File: config.mk
export PLATFORM = sky130hd
export DESIGN_NAME = dff_bank_arbiter_flat
export DESIGN_NICKNAME = d
export VERILOG_FILES = /design/src/rtl/dff_bank_arbiter_pkg.sv /design/src/rtl/dff_bank_arbiter_if.sv /design/src/rtl/dff_bank_word.sv /design/src/rtl/dff_bank_arbiter.sv /design/src/flat_wrapper.sv
export SDC_FILE = /design/constraint.sdc
export NUM_CORES = 1
export LEC_CHECK = 0
export ABC_AREA = 1
export CORE_ASPECT_RATIO = 0.6
export CORE_MARGIN = 3
export CORE_UTILIZATION = 51
export CTS_CLUSTER_SIZE = 28
export DETAILED_ROUTE_END_ITERATION = 8
export PLACE_DENSITY = 0.85
export SETUP_SLACK_MARGIN = 0.5
export SLEW_MARGIN = 25
export SYNTH_ARGS = -nofsm -noshare
export SYNTH_HDL_FRONTEND = slang
export SYNTH_HIERARCHICAL = 1
export SYNTH_SLANG_ARGS = --single-unit
export TNS_END_PERCENT = 1
File: constraint.sdc
create_clock -name Cp -period 5.5 [get_ports Cp]
set_clock_uncertainty 0.05 [all_clocks]
set_input_delay 0.825 -clock Cp [delete_from_list [all_inputs] [get_ports Cp]]
set_output_delay 0.825 -clock Cp [all_outputs]
set_load 0.02 [all_outputs]
File: src/rtl/dff_bank_arbiter_pkg.sv
// -----------------------------------------------------------------------------
// dff_bank_pkg
// Shared definitions for the D-FF bank arbiter slice:
//   - state_t  : two-state arbiter FSM encoding (ST_ARB / ST_GNT)
//   - DEF_*    : default NREQ / WIDTH / DEPTH
//   - rr_pick  : round-robin winner selection, returns a one-hot vector
//   - oh_to_idx: one-hot to binary index conversion
// Functions work on a fixed MAX_NREQ-wide vector so that any NREQ in 2..8
// can share them; callers zero-extend their request vector.
// -----------------------------------------------------------------------------
package dff_bank_pkg;

    typedef enum logic {
        ST_ARB = 1'b0,
        ST_GNT = 1'b1
    } state_t;

    localparam int DEF_NREQ  = 4;
    localparam int DEF_WIDTH = 8;
    localparam int DEF_DEPTH = 4;
    localparam int MAX_NREQ  = 8;

    // First requester with its bit set, scanning upward from last+1 modulo n.
    function automatic logic [MAX_NREQ-1:0] rr_pick(
        input logic [MAX_NREQ-1:0] req,
        input logic [2:0]          last,
        input int                  n
    );
        logic [MAX_NREQ-1:0] pick;
        logic                found;
        logic [2:0]          idx;
        pick  = '0;
        found = 1'b0;
        for (int k = 1; k <= MAX_NREQ; k++) begin
            if (k <= n) begin
                idx = 3'((int'(last) + k) % n);
                if (!found && req[idx]) begin
                    pick[idx] = 1'b1;
                    found     = 1'b1;
                end
            end
        end
        return pick;
    endfunction

    function automatic logic [2:0] oh_to_idx(input logic [MAX_NREQ-1:0] oh);
        logic [2:0] idx;
        idx = '0;
        for (int i = 0; i < MAX_NREQ; i++) begin
            if (oh[i]) idx = 3'(i);
        end
        return idx;
    endfunction

endpackage

File: src/rtl/dff_bank_arbiter_if.sv
// -----------------------------------------------------------------------------
// dff_bank_arbiter_if
// Requester / read bus of the D-FF bank arbiter.
//   Req    : per-requester write request (level)
//   Addr   : packed write addresses, requester i at [i*AW +: AW]
//   Din    : packed write data, requester i at [i*WIDTH +: WIDTH]
//   Gnt    : one-hot registered grant
//   Busy   : high while the arbiter is in its grant state
//   RdAddr : read address
//   Q      : combinational read data
//   Lock   : per-requester burst lock (only with DFF_BANK_LOCK_EN defined)
// Modports: master = requester/reader side, slave = arbiter side.
// -----------------------------------------------------------------------------
interface dff_bank_arbiter_if
    import dff_bank_pkg::*;
#(
    parameter int NREQ  = DEF_NREQ,
    parameter int WIDTH = DEF_WIDTH,
    parameter int AW    = 2
);
    logic [NREQ-1:0]       Req;
    logic [NREQ*AW-1:0]    Addr;
    logic [NREQ*WIDTH-1:0] Din;
    logic [NREQ-1:0]       Gnt;
    logic                  Busy;
    logic [AW-1:0]         RdAddr;
    logic [WIDTH-1:0]      Q;
`ifdef DFF_BANK_LOCK_EN
    logic [NREQ-1:0]       Lock;

    modport master (output Req, Addr, Din, RdAddr, Lock, input Gnt, Busy, Q);
    modport slave  (input Req, Addr, Din, RdAddr, Lock, output Gnt, Busy, Q);
`else
    modport master (output Req, Addr, Din, RdAddr, input Gnt, Busy, Q);
    modport slave  (input Req, Addr, Din, RdAddr, output Gnt, Busy, Q);
`endif
endinterface

File: src/rtl/dff_bank_word.sv
// -----------------------------------------------------------------------------
// dff_bank_word
// One WIDTH-bit storage word built from D-FFs, with write enable and
// asynchronous active-low clear.
//   Cp   : clock, posedge
//   Rn   : async active-low clear
//   i_we : write enable
//   i_d  : write data
//   o_q  : stored word
// -----------------------------------------------------------------------------
module dff_bank_word #(
    parameter int WIDTH = 8
) (
    input  logic             Cp,
    input  logic             Rn,
    input  logic             i_we,
    input  logic [WIDTH-1:0] i_d,
    output logic [WIDTH-1:0] o_q
);
    logic [WIDTH-1:0] r_q;

    // NOTE: the storage words are cleared by reset like any other register,
    // so the bank reads as all zeros straight out of reset.
    // NOTE: sequential state uses non-blocking assignment so every register
    // samples pre-edge values, independent of block evaluation order.
    always_ff @(posedge Cp or negedge Rn) begin
        if (!Rn) begin
            r_q <= '0;
        end else if (i_we) begin
            r_q <= i_d;
        end
    end

    assign o_q = r_q;
endmodule

File: src/rtl/dff_bank_arbiter.sv
// -----------------------------------------------------------------------------
// dff_bank_arbiter
// Round-robin arbiter sharing one D-FF bank (DEPTH x WIDTH) between NREQ
// write requesters. Each write takes an ARB edge (grant) and a GNT edge
// (commit), so the bank sees at most one write per edge.
//   Cp   : clock, posedge
//   Rn   : asynchronous active-low reset
//   bus  : dff_bank_arbiter_if.slave (Req, Addr, Din, Gnt, Busy, RdAddr, Q,
//          and Lock when DFF_BANK_LOCK_EN is defined)
// Optional feature macro: DFF_BANK_LOCK_EN -- a requester holding Lock at its
// commit edge keeps the pointer and wins the next arbitration (burst writes).
// -----------------------------------------------------------------------------
module dff_bank_arbiter
    import dff_bank_pkg::*;
#(
    parameter int NREQ  = DEF_NREQ,
    parameter int WIDTH = DEF_WIDTH,
    parameter int DEPTH = DEF_DEPTH,
    parameter int AW    = $clog2(DEPTH)
) (
    input logic               Cp,
    input logic               Rn,
    dff_bank_arbiter_if.slave bus
);
    state_t              r_state;
    logic [NREQ-1:0]     r_gnt;
    logic [2:0]          r_last;   // last committed requester
    logic [2:0]          r_idx;    // requester currently / most recently granted
    logic                r_hold;   // r_idx must win the next arbitration

    logic [MAX_NREQ-1:0] w_req_ext;
    logic [MAX_NREQ-1:0] w_rr_oh;
    logic [MAX_NREQ-1:0] w_win_oh;
    logic [2:0]          w_win_idx;
    logic                w_any;
    logic                w_we;
    logic [AW-1:0]       w_waddr;
    logic [WIDTH-1:0]    w_wdata;
    logic                w_lock_cur;
    logic [WIDTH-1:0]    w_bank [DEPTH];

    assign w_req_ext = MAX_NREQ'(bus.Req);
    assign w_any     = |bus.Req;
    assign w_rr_oh   = rr_pick(w_req_ext, r_last, NREQ);

    // NOTE: every always_comb output gets a default before any condition so
    // no path leaves it unassigned (which would infer a latch).
    always_comb begin
        w_win_oh = w_rr_oh;
        if (r_hold && w_req_ext[r_idx]) begin
            w_win_oh        = '0;
            w_win_oh[r_idx] = 1'b1;
        end
    end

    assign w_win_idx = oh_to_idx(w_win_oh);

`ifdef DFF_BANK_LOCK_EN
    logic [MAX_NREQ-1:0] w_lock_ext;
    assign w_lock_ext = MAX_NREQ'(bus.Lock);
    assign w_lock_cur = w_lock_ext[r_idx];
`else
    assign w_lock_cur = 1'b0;
`endif

    // Commit only if the granted requester still asserts Req at the GNT edge.
    assign w_we    = (r_state == ST_GNT) && w_req_ext[r_idx];
    assign w_waddr = bus.Addr[int'(r_idx)*AW +: AW];
    assign w_wdata = bus.Din[int'(r_idx)*WIDTH +: WIDTH];

    always_ff @(posedge Cp or negedge Rn) begin
        if (!Rn) begin
            r_state <= ST_ARB;
            r_gnt   <= '0;
            r_last  <= 3'(NREQ - 1);
            r_idx   <= '0;
            r_hold  <= 1'b0;
        end else begin
            case (r_state)
                ST_ARB: begin
                    // A hold is consumed by this evaluation whether or not
                    // the locked requester is still asking.
                    r_hold <= 1'b0;
                    if (w_any) begin
                        r_gnt   <= NREQ'(1) << w_win_idx;
                        r_idx   <= w_win_idx;
                        r_state <= ST_GNT;
                    end
                end
                ST_GNT: begin
                    r_gnt   <= '0;
                    r_state <= ST_ARB;
                    if (w_lock_cur) begin
                        r_hold <= 1'b1;
                    end else begin
                        r_last <= r_idx;
                    end
                end
                default: begin
                    r_gnt   <= '0;
                    r_state <= ST_ARB;
                end
            endcase
        end
    end

    for (genvar j = 0; j < DEPTH; j++) begin : g_word
        dff_bank_word #(.WIDTH(WIDTH)) u_word (
            .Cp   (Cp),
            .Rn   (Rn),
            .i_we (w_we && (w_waddr == AW'(j))),
            .i_d  (w_wdata),
            .o_q  (w_bank[j])
        );
    end

    assign bus.Gnt  = r_gnt;
    assign bus.Busy = (r_state == ST_GNT);
    assign bus.Q    = w_bank[bus.RdAddr];
endmodule

File: src/flat_wrapper.sv
// flat-port wrapper written by rule: the top's interface ports become plain ports
module dff_bank_arbiter_flat import dff_bank_pkg::*;
#(
    parameter int NREQ  = DEF_NREQ,
    parameter int WIDTH = DEF_WIDTH,
    parameter int DEPTH = DEF_DEPTH,
    parameter int AW    = $clog2(DEPTH)
)
  (Cp, Rn, bus_Req, bus_Addr, bus_Din, bus_RdAddr, bus_Gnt, bus_Busy, bus_Q);
  dff_bank_arbiter_if #(.NREQ(NREQ), .WIDTH(WIDTH), .AW(AW)) bus_i ();
  input logic Cp;
  input logic Rn;
  input wire logic [$bits(bus_i.Req)-1:0] bus_Req;
  input wire logic [$bits(bus_i.Addr)-1:0] bus_Addr;
  input wire logic [$bits(bus_i.Din)-1:0] bus_Din;
  input wire logic [$bits(bus_i.RdAddr)-1:0] bus_RdAddr;
  output wire logic [$bits(bus_i.Gnt)-1:0] bus_Gnt;
  output wire logic [$bits(bus_i.Busy)-1:0] bus_Busy;
  output wire logic [$bits(bus_i.Q)-1:0] bus_Q;
  assign bus_i.Req = bus_Req;
  assign bus_i.Addr = bus_Addr;
  assign bus_i.Din = bus_Din;
  assign bus_i.RdAddr = bus_RdAddr;
  assign bus_Gnt = bus_i.Gnt;
  assign bus_Busy = bus_i.Busy;
  assign bus_Q = bus_i.Q;
  dff_bank_arbiter #(.NREQ(NREQ), .WIDTH(WIDTH), .DEPTH(DEPTH), .AW(AW)) u_core (.Cp(Cp), .Rn(Rn), .bus(bus_i));
endmodule
==> metrics.csv <==
metric,value,unit
setup_violations,0,
globalplace.congestion,0.933,
start_kind,input port,
drt_iter0_drc,266,
fill_cells,414,
min_period,3770,ps
syn_area,0.00251,mm²
cp_cell_sequence,"clkdlybuf4s50_1, inv_1, o21ai_0, o22ai_1, clkdlybuf4s50_1",
dpl.hpwl,5290,µm
power.density,514,mW/mm²
wl_per_cell,14.3,µm
final_core_util,68.4,%
worst_path_max_delay_cell,clkdlybuf4s50_1,
power.total,1640,µW
cts_tree,done,
dieArea,0.00582,mm²
cts.htree.levels,2,
rsz0062_at_grt,false,
final_cell_count_no_fill,477,
totalWireLength,6810,µm
post_cts_buffers,0,
vias_per_cell,5.46,
endpoint_kind,primary output,
cap_violations,0,
die_h,60.3,µm
drc,0,
root_buffer,clkbuf_8,
cts_made_buffers,5,
finalCritPeriodShare,68.6,%
fin_nets,468,
synth_area_per_cell,7.01,µm²
worst_path_most_repeated_cell,clkdlybuf4s50_1,
cts.sinks,41,
holdBufCountCts,0,
start_util,53.8,%
clk-insertion-delay-late,290,ps
vdd_drop_max,215,µV
gr-usage-all-layers,25.1,%
max_slew.worst_pin.slew,884,ps
path_max_fanout,17,
slew_violations,0,
path_class,in -> out,
pin_count,61,
p_leak,0.00157,µW
fp.coreArea,0.00466,mm²
antenna_found_initial,0,
drtAntennaViolNets,0,
grt_remaining_overflow,0,
clockBufferDepth,2,
drive_above_1_share,6.28,%
hold_violations,0,
worst_ep_arrival_time,2900,ps
dpl_cell_area,0.00311,mm²
yosysSeqAreaShare,41.0,%
n_antenna_cell,0,
whs_path_depth,2,
grt_max_degree,42,
cts_resized,0,
synth_cell_type_count,22,
dp_cells,469,
vias,2605,
grt_first_pass_wirelength,11100,µm
design_area,0.00319,mm²
grt_pass1_vias,2392,
ys_ff_latch,41,
fmax,0.265,GHz
status,"finished, final reports clean",
numPortBuffers,60,
r2r_cells,9,
synthCells,358,
die-width,96.5,µm
row_count,19,
hp-class,reg -> reg,
cp.required,4620,ps
area_delta_synth_final,27.1,%
critPathMaxStageDelay,650,ps
finalSetupTns,0,ps
clkTransAtPathRegs,70,ps
synth_nets,413,
dr.pass1.iters,5,
yosys_warnings,6,
relSlewSlack,41.1,%
## synthesized netlist by cell type, drive strengths merged
cell type / count / area (µm²)
a21oi: 7 / 35.0
a32oi: 2 / 17.5
buf: 4 / 45.0
clkbuf: 8 / 30.0
dfrtp: 39 / 976
dfstp: 2 / 52.6
ha: 7 / 87.6
inv: 27 / 101
nand2: 143 / 559
nand3: 23 / 138
nor2: 42 / 175
nor4: 1 / 6.26
o21ai: 37 / 185
o22ai: 16 / 100
## where the power goes
| group | internal [µW] | switching (µW) | leakage (µW) |
|---|---|---|---|
| clock network | 90.1 | 98.3 | 0.0000395 |
| logic | 313 | 571 | 0.00102 |
| registers | 437 | 130 | 0.000516 |
## critical path, delay by kind of cell
| family | cells | cell delay, ps |
|---|---|---|
| buf+inv | 3 | 1740 |
| compound gates | 2 | 330 |
## worst paths after layout
kind                                   start                        endpoint  slack (ps)
hold / removal             u_core/bus.Gnt[0]               u_core/bus.Gnt[0]         430
hold reg to reg            u_core/bus.Gnt[0]               u_core/bus.Gnt[0]         430
setup / recovery               bus_RdAddr[0]                        bus_Q[6]        1730
max in group asynchronous                 Rn  u_core/g_word[3].u_word/o_q[2]        4240
min in group asynchronous                 Rn  u_core/g_word[3].u_word/o_q[3]         590
setup reg to reg             u_core/r_idx[0]  u_core/g_word[3].u_word/o_q[2]        2430
## per-layer routing
layer / GRT usage, % / share of wire [%] / vias to the layer above
li1: - / - / 1260
met4: 7.19 / 0.82 / 0
met2: 37.4 / 43 / 135
met5: 0 / 0 / -
met3: 7.67 / 10 / 9
met1: 35.6 / 46 / 1201
## final cells by class
| type | count | area, µm² | share of cell area, % |
|---|---|---|---|
| inverters | 27 | 101 | 3.18 |
| multi-input cells | 278 | 1300 | 40.9 |
| flip-flops and latches | 41 | 1030 | 32.3 |
| clock buffers | 8 | 80.1 | 2.51 |
| well taps | 63 | 78.8 | 2.47 |
| repair buffers | 60 | 596 | 18.7 |
## metrics by stage
stage / hold WS, ps / worst slack, ps
6_report: 431 / 1730
5_1_grt: 463 / 1590
3_3_place_gp: 410 / 1870
2_1_floorplan: 387 / 2970
4_1_cts: 433 / 1780
3_5_place_dp: 413 / 1780
## flip-flops by register name, indices dropped and copies added, names as in the netlist
name	count
u_core/r_idx	2
u_core/bus.Busy	1
u_core/bus.Gnt	4
u_core/r_last	2
u_core/g_word.u_word/o_q	32
## kinds of logic after synthesis
| kind of cell | synth area share, % |
|---|---|
| compound gates | 13.5 |
| fa+ha+maj | 3.49 |
| buf+inv | 7.03 |
| flops | 41.0 |
| simple gates | 35.0 |
## layout by cell type (no fill, tap or decap)
cell type and n:
a21oi_1 7, a32oi_1 2, buf_2 1, clkbuf_1 3, clkbuf_8 5, clkdlybuf4s50_1 59
dfrtp_1 39, dfstp_2 2, ha_1 7, inv_1 20, inv_2 7, nand2_1 138
nand2_2 3, nand2_4 2, nand3_1 20, nand3_2 2, nand3_4 1, nor2_1 39
nor2_2 1, nor2_4 2, nor4_1 1, o21ai_0 36, o21ai_1 1, o22ai_1 16
No activity file was read; power rests on OpenSTA's default activity.
